File: config.mk
export PLATFORM = sky130hd
export DESIGN_NAME = rtc_update_sched
export DESIGN_NICKNAME = d
export VERILOG_FILES = /design/src/rtl/rtc_pkg.sv /design/src/rtl/rtc_bcd_check.sv /design/src/rtl/rtc_update_sched.sv
export SDC_FILE = /design/constraint.sdc
export NUM_CORES = 1
export LEC_CHECK = 0
export BUFFER_PORTS_ARGS = -buffer_cell sky130_fd_sc_hd__buf_2
export CORE_ASPECT_RATIO = 1.75
export CORE_MARGIN = 2
export CORE_UTILIZATION = 52
export CTS_CLUSTER_SIZE = 20
export DETAILED_ROUTE_END_ITERATION = 10
export PLACE_DENSITY = 0.83
export SLEW_MARGIN = 25
export SYNTH_ARGS = -nofsm -noshare
export SYNTH_HDL_FRONTEND = slang
export SYNTH_HIERARCHICAL = 1
export SYNTH_SLANG_ARGS = --single-unit
File: constraint.sdc
create_clock -name clk_i -period 2.5 [get_ports clk_i]
set_input_delay 0 -clock clk_i [delete_from_list [all_inputs] [get_ports clk_i]]
set_output_delay 0 -clock clk_i [all_outputs]
set_load 0.005 [all_outputs]
File: src/rtl/rtc_pkg.sv
// Shared types and constants for the RTC update scheduler: FSM states, requester
// indices, BCD field positions and limits.
package rtc_pkg;

    typedef enum logic [1:0] {
        StIdle,
        StCheck,
        StIssue,
        StDone
    } rtc_sched_state_e;

    localparam logic [1:0] REQ_CLOCK = 2'd0;
    localparam logic [1:0] REQ_ALARM = 2'd1;
    localparam logic [1:0] REQ_TIMER = 2'd2;

    localparam int unsigned HOUR_MSB = 21;
    localparam int unsigned HOUR_LSB = 16;
    localparam int unsigned MIN_MSB  = 15;
    localparam int unsigned MIN_LSB  = 8;
    localparam int unsigned SEC_MSB  = 7;
    localparam int unsigned SEC_LSB  = 0;

    localparam logic [7:0] MINSEC_MAX = 8'h59;
    localparam logic [5:0] HOUR_MAX   = 6'h23;

    // (base + off) mod 3, for base and off in 0..2.
    function automatic logic [1:0] wrap_idx(input logic [1:0] base, input logic [1:0] off);
        logic [2:0] sum;
        sum = {1'b0, base} + {1'b0, off};
        if (sum >= 3'd3) begin
            sum = sum - 3'd3;
        end
        return sum[1:0];
    endfunction

    function automatic logic [2:0] idx_onehot(input logic [1:0] idx);
        return 3'b001 << idx;
    endfunction

endpackage

File: src/rtl/rtc_bcd_check.sv
// Combinational validity check of a 22-bit hh:mm:ss BCD time value.
module rtc_bcd_check
    import rtc_pkg::*;
(
    input  logic [21:0] time_i,
    output logic        valid_o
);

    logic [5:0] hour;
    logic [7:0] min;
    logic [7:0] sec;

    always_comb begin
        hour = time_i[HOUR_MSB:HOUR_LSB];
        min  = time_i[MIN_MSB:MIN_LSB];
        sec  = time_i[SEC_MSB:SEC_LSB];
        // The upper-bound compare already caps each tens digit; units need their own check.
        valid_o = (sec  <= MINSEC_MAX) && (sec[3:0]  <= 4'd9) &&
                  (min  <= MINSEC_MAX) && (min[3:0]  <= 4'd9) &&
                  (hour <= HOUR_MAX)   && (hour[3:0] <= 4'd9);
    end

endmodule

File: src/rtl/rtc_update_sched.sv
// Round-robin scheduler sharing the rtc_clock update ports between clock, alarm and
// timer requesters; validates held data and defers the strobe away from the seconds tick.
module rtc_update_sched
    import rtc_pkg::*;
#(
    parameter int unsigned NREQ = 3
) (
    input  logic            clk_i,
    input  logic            rst_i,
    input  logic [NREQ-1:0] req_i,
    output logic [NREQ-1:0] ack_o,
    output logic            err_o,
    input  logic [21:0]     clock_data_i,
    input  logic [21:0]     alarm_data_i,
    input  logic [16:0]     timer_target_i,
    input  logic            timer_enable_i,
    input  logic            timer_retrig_i,
    input  logic            tick_i,
    output logic            clock_update_o,
    output logic [21:0]     clock_o,
    output logic            alarm_update_o,
    output logic [21:0]     alarm_clock_o,
    output logic            timer_update_o,
    output logic [16:0]     timer_target_o,
    output logic            timer_enable_o,
    output logic            timer_retrig_o,
    output logic            busy_o
);

    rtc_sched_state_e state_q, state_d;
    logic [1:0]       grant_q, grant_d;
    logic [1:0]       rr_ptr_q, rr_ptr_d;
    logic [2:0]       mask_q, mask_d;
    logic             err_q, err_d;
    logic [21:0]      hold_q, hold_d;

    logic [21:0]      clock_q, clock_d;
    logic [21:0]      alarm_q, alarm_d;
    logic [16:0]      timer_target_q, timer_target_d;
    logic             timer_enable_q, timer_enable_d;
    logic             timer_retrig_q, timer_retrig_d;

    logic [2:0]       req_m;
    logic             gnt_found;
    logic [1:0]       gnt_idx;
    logic [21:0]      gnt_data;
    logic             bcd_valid;
    logic             timer_ok;
    logic             hold_valid;
    logic             issue;

    rtc_bcd_check u_bcd_check (
        .time_i  (hold_q),
        .valid_o (bcd_valid)
    );

    // Scan downward so the lowest offset from rr_ptr wins.
    always_comb begin
        req_m     = req_i & ~mask_q;
        gnt_found = 1'b0;
        gnt_idx   = rr_ptr_q;
        for (int k = NREQ - 1; k >= 0; k--) begin
            if (req_m[wrap_idx(rr_ptr_q, 2'(k))]) begin
                gnt_found = 1'b1;
                gnt_idx   = wrap_idx(rr_ptr_q, 2'(k));
            end
        end
        case (gnt_idx)
            REQ_CLOCK: gnt_data = clock_data_i;
            REQ_ALARM: gnt_data = alarm_data_i;
            default:   gnt_data = {3'b000, timer_retrig_i, timer_enable_i, timer_target_i};
        endcase
    end

    // Timer fields live in hold_q as {retrig, enable, target}.
    always_comb begin
        timer_ok   = !(hold_q[17] && (hold_q[16:0] == 17'd0));
        hold_valid = (grant_q == REQ_TIMER) ? timer_ok : bcd_valid;
    end

    always_comb begin
        state_d  = state_q;
        grant_d  = grant_q;
        rr_ptr_d = rr_ptr_q;
        mask_d   = mask_q;
        err_d    = err_q;
        hold_d   = hold_q;
        unique case (state_q)
            StIdle: begin
                mask_d = 3'b000;
                if (gnt_found) begin
                    grant_d = gnt_idx;
                    hold_d  = gnt_data;
                    err_d   = 1'b0;
                    state_d = StCheck;
                end
            end
            StCheck: begin
                if (hold_valid) begin
                    state_d = StIssue;
                end else begin
                    err_d   = 1'b1;
                    state_d = StDone;
                end
            end
            StIssue: begin
                if (!tick_i) begin
                    state_d = StDone;
                end
            end
            StDone: begin
                rr_ptr_d = wrap_idx(grant_q, 2'd1);
                mask_d   = idx_onehot(grant_q);
                state_d  = StIdle;
            end
            default: state_d = StIdle;
        endcase
    end

    // Strobes and acks are gated by rst_i so an aborted transaction emits nothing.
    always_comb begin
        issue          = (state_q == StIssue) && !tick_i && !rst_i;
        clock_update_o = issue && (grant_q == REQ_CLOCK);
        alarm_update_o = issue && (grant_q == REQ_ALARM);
        timer_update_o = issue && (grant_q == REQ_TIMER);

        clock_o        = clock_update_o ? hold_q        : clock_q;
        alarm_clock_o  = alarm_update_o ? hold_q        : alarm_q;
        timer_target_o = timer_update_o ? hold_q[16:0]  : timer_target_q;
        timer_enable_o = timer_update_o ? hold_q[17]    : timer_enable_q;
        timer_retrig_o = timer_update_o ? hold_q[18]    : timer_retrig_q;

        clock_d        = clock_o;
        alarm_d        = alarm_clock_o;
        timer_target_d = timer_target_o;
        timer_enable_d = timer_enable_o;
        timer_retrig_d = timer_retrig_o;

        ack_o  = ((state_q == StDone) && !rst_i) ? idx_onehot(grant_q) : 3'b000;
        err_o  = (state_q == StDone) && !rst_i && err_q;
        busy_o = (state_q != StIdle);
    end

    always_ff @(posedge clk_i) begin
        if (rst_i) begin
            state_q        <= StIdle;
            grant_q        <= 2'd0;
            rr_ptr_q       <= 2'd0;
            mask_q         <= 3'b000;
            err_q          <= 1'b0;
            hold_q         <= 22'd0;
            clock_q        <= 22'd0;
            alarm_q        <= 22'd0;
            timer_target_q <= 17'd0;
            timer_enable_q <= 1'b0;
            timer_retrig_q <= 1'b0;
        end else begin
            state_q        <= state_d;
            grant_q        <= grant_d;
            rr_ptr_q       <= rr_ptr_d;
            mask_q         <= mask_d;
            err_q          <= err_d;
            hold_q         <= hold_d;
            clock_q        <= clock_d;
            alarm_q        <= alarm_d;
            timer_target_q <= timer_target_d;
            timer_enable_q <= timer_enable_d;
            timer_retrig_q <= timer_retrig_d;
        end
    end

endmodule

==> out/results.txt <==
Outcome: finished clean
GRT Residual Overflow: 0
Net switching power: 0.00181 W
Post-synth top cells: dfxtp_1, and2_1, mux2_2
Dpl hpwl: 9.08 mm
Register Area: 0.00190 sq mm
Crit end category: flip-flop
Drt drc: 0
Core Util, Final: 68.5%
Final hold viol count: 0
Synth warnings: 6
Post-Place Cells: 691
Final max-slew violation count: 0
I/O pin count: 140
Final setup fails: 0
Avg WL per Cell: 18.0 microns
Largest net degree at the start of global routing: 68
Die width: 76.3 microns
# nets final: 688
Via-per-instance ratio: 5.57
Final Critical Period: 2.41 ns
Critical Path Fanout Max: 10
Asr flop ratio synth: 0%
Yosys reg bits: 95
Syn Inst Count: 454
Setup crit start kind: flip-flop
Port-buffer cells: 139
Worst EP arrival: 2.65 ns
Combinational share of power: 33.3%
CTS max path bufs: 2
Final WL: 13.3 mm
Final Cycle Share: 96.5%
Via count: 4,093
Sw frac: 36.0%
Worst vdd ir: 0.000595 V
Starting Density: 53.0%
CTS clock-pin slew for the worst setup and hold paths: 0.07 ns
Number of global-route vias before repair: 4,085
Rel. slew slack: 36.8%
Multi-input gate area: 0.00274 sq mm
Worst R2R Start: rr_ptr_q[0]
First-pass GRT wire length: 20.3 mm
Worst Hold Class: input port to flip-flop
Num CTS Buffers: 9
Sum Neg Setup Slack: 0 ns
Worst Hold Launch: alarm_data_i[3]
Tot GR Track Use: 26.3%
Final GP Congestion: 0.831
FILL cells: 719
Core outline area: 0.00898 sq mm
Worst Setup SP: rr_ptr_q[0]
Unrepaired setup endpoints after global routing: false
CTS tree: yes
Synth cell types: 43
Sequential area share after synthesis: 40.0%
Dpl cell area: 0.00555 sq mm
Fin area: 0.00615 sq mm
DRT Pass-1 Iters: 5
Maxcap violations: 0
Power Density: 818 mW/mm^2
CTS Sinks: 95
Clk pwr share: 25.3%
Top FF cell, synth: dfxtp_1
Post-synth EDFFs: 0
Cell Count, Final, Fillers Out: 735
Root Buffer Master: clkbuf_16
Antenna Nets Post-Route: 0
P&R area growth vs syn: 29.3%
Int Pwr: 0.00322 W
Layout cells sized above 1: 43.9%
Clock skew after layout: 0.00776 ns
Standard-cell row count: 46
Syn Nets: 532
Top cells by area, synth: dfxtp_1, mux2_2, and2_1
Peak Freq: 0.414 GHz
WP data required: 2.74 ns
Initial antenna violation count: 0
Htree depth: 3
Static Leakage: 3.02 nW
Die footprint: 0.00996 sq mm
Die height: 131 microns
Worst skew pair latency: 0.35 ns
Antenna Diode Count: 0
Area leader, netlist: dfxtp_1
WS Path Type: flip-flop to flip-flop
Syn Area/Cell: 10.5 sq um
Most common cell in the netlist: dfxtp_1
Worst Tran Pin Value: 0.946 ns
DRT iter0 DRCs: 231
Post-synth top area share: 40.0%
Sequential fraction of design power: 41.4%
Overall power: 0.00503 W
Synthesized cell area: 0.00476 sq mm
==> flip-flops by register name, indices dropped and copies added (netlist names) <==
signal and cells:
alarm_q 22, clock_q 22, hold_q 22, timer_target_q 17, mask_q 3, grant_q 2
rr_ptr_q 2, state_q 2, err_q 1, timer_enable_q 1, timer_retrig_q 1
==> critical path, cell delays in order (launching register included) <==
cell and delay, ns:
dfxtp_2 0.39, inv_1 0.11, ha_4 0.34, mux2i_2 0.25
a22oi_2 0.14, o41a_4 0.38, buf_4 0.19, mux2_4 0.31
o211a_1 0.20
==> final cells by class <==
class	count	area share, %
Clock buffer	10	3.72
Sequential cell	95	30.9
Tap cell	120	2.44
Clock inverter	6	0.691
Timing Repair Buffer	176	17.2
Inverter	9	0.549
Multi-Input combinational cell	319	44.5
==> logic make-up (layout without fill, tap and decap cells) <==
family                     count (synthesis)  after routing  share of synthesized area (%)
buffers and inverters                     41            201                           4.18
DFF                                       95             95                           40.0
AOI/OAI and AO/OA                         76             77                           12.7
muxes                                     87             87                           21.7
and+or+nand+nor                          146            146                           19.0
adders and majority gates                  9              9                           2.37
==> per-stage QoR <==
step	hold slack, ns	setup slack (ns)
6_report	0.00716	0.0870
2_1_floorplan	0.150	0.206
5_1_grt	0.00996	0.00380
3_5_place_dp	0.319	-0.0900
4_1_cts	0.00238	0.0243
3_3_place_gp	0.312	0.0428
==> path summary, 6_finish.rpt <==
kind	end	slack [ns]	cells past startpoint
worst max-delay path	hold_q[15]	0.09	8
worst min-delay path	hold_q[3]	0.007	3
worst max register to register	hold_q[15]	0.09	8
worst min register to register	hold_q[21]	0.53	2
==> power by group through the flow <==
stage          clock, W  sequential, W  combinational (W)
2_1_floorplan         0        0.00192            0.00116
6_report        0.00127        0.00208            0.00168
3_5_place_dp          0        0.00210            0.00155
4_1_cts         0.00129        0.00207            0.00162
3_3_place_gp          0        0.00210            0.00149
5_1_grt         0.00136        0.00211            0.00182
==> repair_timing <==
item | in CTS | in global routing
pin swaps | 0 | 1
setup buffers | 3 | 1
hold endpoints to repair | 21 | 0
hold buffers | 23 | 0
cloned | 1 | 0
resized for setup | 4 | 8
endpoints found under the setup margin | 19 | 56
==> cell usage in the layout (no fill, tap or decap), types with 3 or more instances in the layout <==
cell type,count
buf_2,139
dfxtp_1,94
and2_1,69
mux2_2,66
dlygate4sd3_1,23
o211a_1,20
o21a_1,19
nand3b_1,19
nor2_1,16
mux2_4,16
nand2_1,13
buf_4,12
a21oi_1,9
clkbuf_16,9
inv_1,8
o21ai_0,7
ha_1,7
nor2b_1,5
nor3_1,4
o32ai_1,4
mux2i_1,4
nand2b_4,3
nor4_1,3
a22oi_1,3
==> routing by layer <==
metal	share of wire [%]	up-vias	GRT usage, %
met5	0	-	0
met4	5.3	0	17.2
met3	5.7	48	6.25
met2	53	176	47.1
met1	36	1954	27.6
li1	-	1915	-
No activity file was read; power rests on OpenSTA's default activity.
